===== src/rtl/hwag_input_pkg.sv =====
// Shared constants and types for the hwag input conditioner.
package hwag_input_pkg;

    localparam int FILT_W_DEF = 8;
    localparam int PER_W_DEF  = 24;

    typedef logic [PER_W_DEF-1:0] period_t;
    typedef logic [1:0]           blank_shf_t;

    localparam period_t PCNT_MAX = '1;

endpackage


===== src/rtl/hwag_input_cond_filter.sv =====
// hwag_glitch_filter: two-flop synchroniser, run-length glitch filter and
// one-cycle transition detect on the filtered level (edge_pol selects direction).
module hwag_glitch_filter
    import hwag_input_pkg::*;
#(
    parameter int FILT_W = FILT_W_DEF
) (
    input  logic              clk,
    input  logic              rst,
    input  logic              raw,
    input  logic [FILT_W-1:0] filt_len,
    input  logic              edge_pol,
    output logic              level,
    output logic              trans
);

    logic              sync1;
    logic              sync2;
    logic              level_prev;
    logic [FILT_W-1:0] cnt;
    logic [FILT_W-1:0] eff_len;
    logic [FILT_W:0]   cnt_next;

    // A zero length would never match the incremented count, so it means one cycle.
    assign eff_len  = (filt_len == '0) ? FILT_W'(1) : filt_len;
    assign cnt_next = {1'b0, cnt} + 1'b1;

    always_ff @(posedge clk) begin
        if (!rst) begin
            sync1      <= 1'b0;
            sync2      <= 1'b0;
            level      <= 1'b0;
            level_prev <= 1'b0;
            cnt        <= '0;
        end else begin
            sync1      <= raw;
            sync2      <= sync1;
            level_prev <= level;
            if (sync2 == level) begin
                cnt <= '0;
            end else if (cnt_next == {1'b0, eff_len}) begin
                level <= ~level;
                cnt   <= '0;
            end else begin
                cnt <= cnt_next[FILT_W-1:0];
            end
        end
    end

    assign trans = edge_pol ? (level & ~level_prev) : (~level & level_prev);

endmodule


===== src/rtl/hwag_input_cond.sv =====
// Crank/cam input conditioner feeding hwag: filtering, edge qualification, blanking, tooth period.
// Optional rej_cnt output is enabled by defining HWAG_INPUT_REJCNT_EN.
module hwag_input_cond
    import hwag_input_pkg::*;
#(
    parameter int FILT_W = FILT_W_DEF,
    parameter int PER_W  = PER_W_DEF
) (
    input  logic              clk,
    input  logic              rst,
    input  logic              cap_raw,
    input  logic              cam_raw,
    input  logic [FILT_W-1:0] filt_len,
    input  logic              cap_pol,
    input  blank_shf_t        blank_shf,
    output logic              cap,
    output logic              cap_edge,
    output logic              cam,
    output logic              cam_edge,
    output logic [PER_W-1:0]  period,
    output logic              period_valid,
    output logic              stall
`ifdef HWAG_INPUT_REJCNT_EN
    ,
    output logic [7:0]        rej_cnt
`endif
);

    localparam logic [PER_W-1:0] SAT_VAL = '1;

    logic             cap_trans;
    logic             cam_trans;
    logic [PER_W-1:0] pcnt;
    logic [PER_W-1:0] blank_len;
    logic             have_prev;
    logic             sat;
    logic             in_blank;
    logic             accept;
    logic             reject;

    hwag_glitch_filter #(.FILT_W(FILT_W)) u_crank (
        .clk      (clk),
        .rst      (rst),
        .raw      (cap_raw),
        .filt_len (filt_len),
        .edge_pol (cap_pol),
        .level    (cap),
        .trans    (cap_trans)
    );

    hwag_glitch_filter #(.FILT_W(FILT_W)) u_cam (
        .clk      (clk),
        .rst      (rst),
        .raw      (cam_raw),
        .filt_len (filt_len),
        .edge_pol (1'b1),
        .level    (cam),
        .trans    (cam_trans)
    );

    // Blanking only applies once a real period has been measured.
    assign blank_len = period >> ({1'b0, blank_shf} + 3'd1);
    assign sat       = (pcnt == SAT_VAL);
    assign in_blank  = period_valid && (pcnt < blank_len);
    assign accept    = cap_trans && !in_blank;
    assign reject    = cap_trans && in_blank;

    always_ff @(posedge clk) begin
        if (!rst) begin
            cap_edge     <= 1'b0;
            cam_edge     <= 1'b0;
            pcnt         <= '0;
            period       <= '0;
            period_valid <= 1'b0;
            stall        <= 1'b0;
            have_prev    <= 1'b0;
        end else begin
            cap_edge <= accept;
            cam_edge <= cam_trans;
            // An edge on the saturation cycle restarts measurement as a first edge.
            if (accept) begin
                pcnt      <= '0;
                stall     <= 1'b0;
                have_prev <= 1'b1;
                if (have_prev && !sat) begin
                    period       <= pcnt + 1'b1;
                    period_valid <= 1'b1;
                end else begin
                    period_valid <= 1'b0;
                end
            end else if (sat) begin
                stall        <= 1'b1;
                period_valid <= 1'b0;
                have_prev    <= 1'b0;
            end else begin
                pcnt <= pcnt + 1'b1;
            end
        end
    end

`ifdef HWAG_INPUT_REJCNT_EN
    always_ff @(posedge clk) begin
        if (!rst) begin
            rej_cnt <= '0;
        end else if (sat && !accept) begin
            rej_cnt <= '0;
        end else if (reject && (rej_cnt != 8'hFF)) begin
            rej_cnt <= rej_cnt + 8'd1;
        end
    end
`endif

endmodule


===== config.mk =====
export PLATFORM = sky130hd
export DESIGN_NAME = hwag_input_cond
export DESIGN_NICKNAME = d
export VERILOG_FILES = /design/src/rtl/hwag_input_pkg.sv /design/src/rtl/hwag_input_cond_filter.sv /design/src/rtl/hwag_input_cond.sv
export SDC_FILE = /design/constraint.sdc
export NUM_CORES = 1
export LEC_CHECK = 0
export CORE_ASPECT_RATIO = 1.2
export CORE_MARGIN = 3
export CORE_UTILIZATION = 57
export DETAILED_ROUTE_END_ITERATION = 10
export GPL_TIMING_DRIVEN = 0
export PLACE_DENSITY = 0.8
export REMOVE_ABC_BUFFERS = 1
export SLEW_MARGIN = 20
export SYNTH_ARGS = -nofsm -noshare
export SYNTH_HDL_FRONTEND = slang
export SYNTH_SLANG_ARGS = --single-unit

===== constraint.sdc =====
create_clock -name clk -period 4.7 [get_ports clk]
set_input_delay 0.705 -clock clk [delete_from_list [all_inputs] [get_ports clk]]
set_output_delay 0.705 -clock clk [all_outputs]
set_load 0.02 [all_outputs]

==> results.toml, run 1 <==
[timing]
tightest_slew_ns = 0.920
setup_viol = 0
skew_ns = 0.0114
setup_ws_ns = 0.556
timing.final.crit_share = 0.882
whs_ns = 0.387
max_freq_mhz = 241
timing.final.crit_period_ns = 4.14
finalMaxSlewViolations = 0
finalHoldViolations = 0
rsz0062_at_grt = "no"
timing.slew.headroom = 0.385

[clock_tree]
clkLatencyLatePin_ns = 0.35
htree_levels = 3
cts-root-buf = "clkbuf_8"
clock_sinks = 77
cts_tree = "done"
post-cts-setup-buffers = 0
clkTransAtPathRegs_ns = 0.08
clockBufferDepth = 2
cts_resized = 1
cts_buffers = 9
postCtsHoldBufs = 0

[cells_and_area]
final_cells = 617
final_common_cell = "dfxtp_1"
diodes = 0
syn_to_final_growth_pct = 14.2
fin_util = 0.687
drive_gt1_frac = 0.0911
nFillCells = 627
final_nets = 562
mostFrequentLayoutCells = "dfxtp_1, a21oi_1, clkdlybuf4s50_1"

[place]
dp_slack_ns = -0.542
place_hpwl_um = 7340
place_congestion = 0.831
placedCellCount = 601
port_buffers = 44

[grt]
grt_pass1_wl_um = 17400
antenna_found_initial = 0
grt_max_degree = 29
grt_pass1_vias = 3764
grt.total_usage = 0.246
grt_overflow_total = 0

[synthesis]
yosysUniqueCellTypes = 57
synth_area_leaders = "dfxtp_1, ha_1, a21oi_1"
synth_edf_count = 0
ys_seq_area_frac = 0.346
synth_warnings = 0
synth_cells = 488
ys_ff_latch = 77
yosysTopAreaCellShare = 0.346
async_reset_ff_frac = 0
synth_largest_area_cell = "dfxtp_1"
syn-cell-area_um2 = 4450
synth-main-ff-cell = "dfxtp_1"
avgSynthCellArea_um2 = 9.13

[critical_path]
crit_type = "in -> reg"
worstSetupEndpointType = "flop"
worstPathRequired_ns = 4.95
cp-start-kind = "input port"
crit_fanout = 28
arrival_ns = 4.40

[floorplanning]
boundaryPins = 45
die_height_um = 103
initial_core_util = 0.602
rows = 34
dieArea_um2 = 8910
core_area_um2 = 7400
die-width_um = 86.7

[detailed_routing]
postRouteAntennaNets = 0
wl_um = 10400
viasPerCell = 6.09
routedWlPerCell_um = 16.8
firstDrtPassIters = 4
num_vias = 3755
first_iter_violations = 202
drc = 0

[power]
power.share.sequential = 0.544
p_total_uw = 1210
p_sw_uw = 300
p_int_uw = 914
clkPwrFrac = 0.390
p_comb_frac = 0.066
leakage_uw = 0.00179
ir_worst_vdd_mv = 0.227
p_sw_frac = 0.247
p_per_area_nw_per_um2 = 239

[min_path]
hp-class = "reg -> reg"

[run]
cap_violations = 0

[run_status]
status = "finished clean"
-- state kept, by name, summed over array words and instances, names as in the netlist, 8 cells and up --
name and count:
period 24, pcnt 24, u_crank.cnt 8, u_cam.cnt 8
-- critical path, stage by stage --
cell      delay, ns
buf_2          0.56
mux4_2         0.59
inv_1          0.07
ha_1           0.23
a21o_1         0.16
a221o_1        0.35
a22oi_1        0.17
o211ai_1       0.18
o22ai_2        0.40
nand2_1        0.62
a21oi_1        0.33
-- cells by family (layout without fill, tap and decap cells) --
kind of cell	after synthesis	in the layout	synth area share
AND/OR/NAND/NOR	143	143	0.172
AO/OA/AOI/OAI	115	115	0.165
flip-flops	77	77	0.346
buffers and inverters	49	88	0.0480
XOR/XNOR	48	48	0.0944
multiplexers	31	31	0.104
adder cells (fa/ha/maj)	25	25	0.0702
-- power groups by stage --
stage	clock [uW]	sequential [uW]	combinational, uW
6_report	473	661	79.9
5_1_grt	504	662	88.8
4_1_cts	481	661	81.0
3_5_place_dp	0	676	80.8
3_3_place_gp	0	676	78.2
2_1_floorplan	0	675	43.7
-- cell usage after synthesis (2+ instances only) --
| library cell | count |
|---|---|
| a2111oi_0 | 4 |
| a211oi_1 | 25 |
| a21o_1 | 3 |
| a21oi_1 | 57 |
| and2_1 | 6 |
| and3_1 | 8 |
| and4_1 | 2 |
| buf_1 | 2 |
| buf_2 | 9 |
| buf_4 | 2 |
| clkbuf_1 | 8 |
| dfxtp_1 | 77 |
| ha_1 | 25 |
| inv_1 | 26 |
| mux2_2 | 3 |
| mux2i_1 | 16 |
| mux4_2 | 12 |
| nand2_1 | 30 |
| nand2b_1 | 2 |
| nand3_1 | 22 |
| nand3b_1 | 3 |
| nand4_1 | 5 |
| nor2_1 | 30 |
| nor2b_1 | 3 |
| nor3_1 | 11 |
| nor3b_1 | 3 |
| nor4_1 | 2 |
| o21ai_0 | 12 |
| or3_1 | 6 |
| xnor2_1 | 19 |
| xor2_1 | 29 |
-- per-stage QoR --
step	setup TNS [ns]	cell area (um^2)
2_1_floorplan	0	4340
3_3_place_gp	-42.16	4890
3_5_place_dp	-21.30	4900
4_1_cts	0	5090
5_1_grt	0	5080
6_report	0	5080
-- layer usage --
layer,vias to the layer above,GRT usage,part of all wire
li1,1829,-,-
met4,0,0.119,0.025
met5,-,0,0
met2,101,0.416,0.50
met1,1799,0.310,0.43
met3,26,0.0320,0.048
-- cell type report --
type / instances / area (um^2) / share of cell area
well taps: 90 / 113 / 0.0222
multi-input cells: 362 / 2700 / 0.531
repair buffers: 45 / 442 / 0.0869
clock buffers: 12 / 155 / 0.0305
flip-flops and latches: 77 / 1540 / 0.303
inverters: 27 / 101 / 0.0199
clock inverters: 4 / 31.3 / 0.00615
-- final timing paths --
check                    from        to  slack [ns]  cells past startpoint
max              blank_shf[0]   pcnt[7]        0.56                     11
min          u_cam.level_prev  cam_edge        0.39                      1
max reg2reg        period[23]   pcnt[0]        1.12                     10
min reg2reg  u_cam.level_prev  cam_edge        0.39                      1
No activity file was read; power rests on OpenSTA's default activity.
==> run 2, diff against run 1 <==
--- a/config.mk
+++ b/config.mk
@@ -8,6 +8,7 @@
 export CORE_ASPECT_RATIO = 1.2
 export CORE_MARGIN = 3
 export CORE_UTILIZATION = 57
+export CTS_CLUSTER_SIZE = 10
 export DETAILED_ROUTE_END_ITERATION = 10
 export GPL_TIMING_DRIVEN = 0
 export PLACE_DENSITY = 0.8
==> results of run 2 <==
Same layout as run 1: the final DEF is identical, and so are final timing and power.
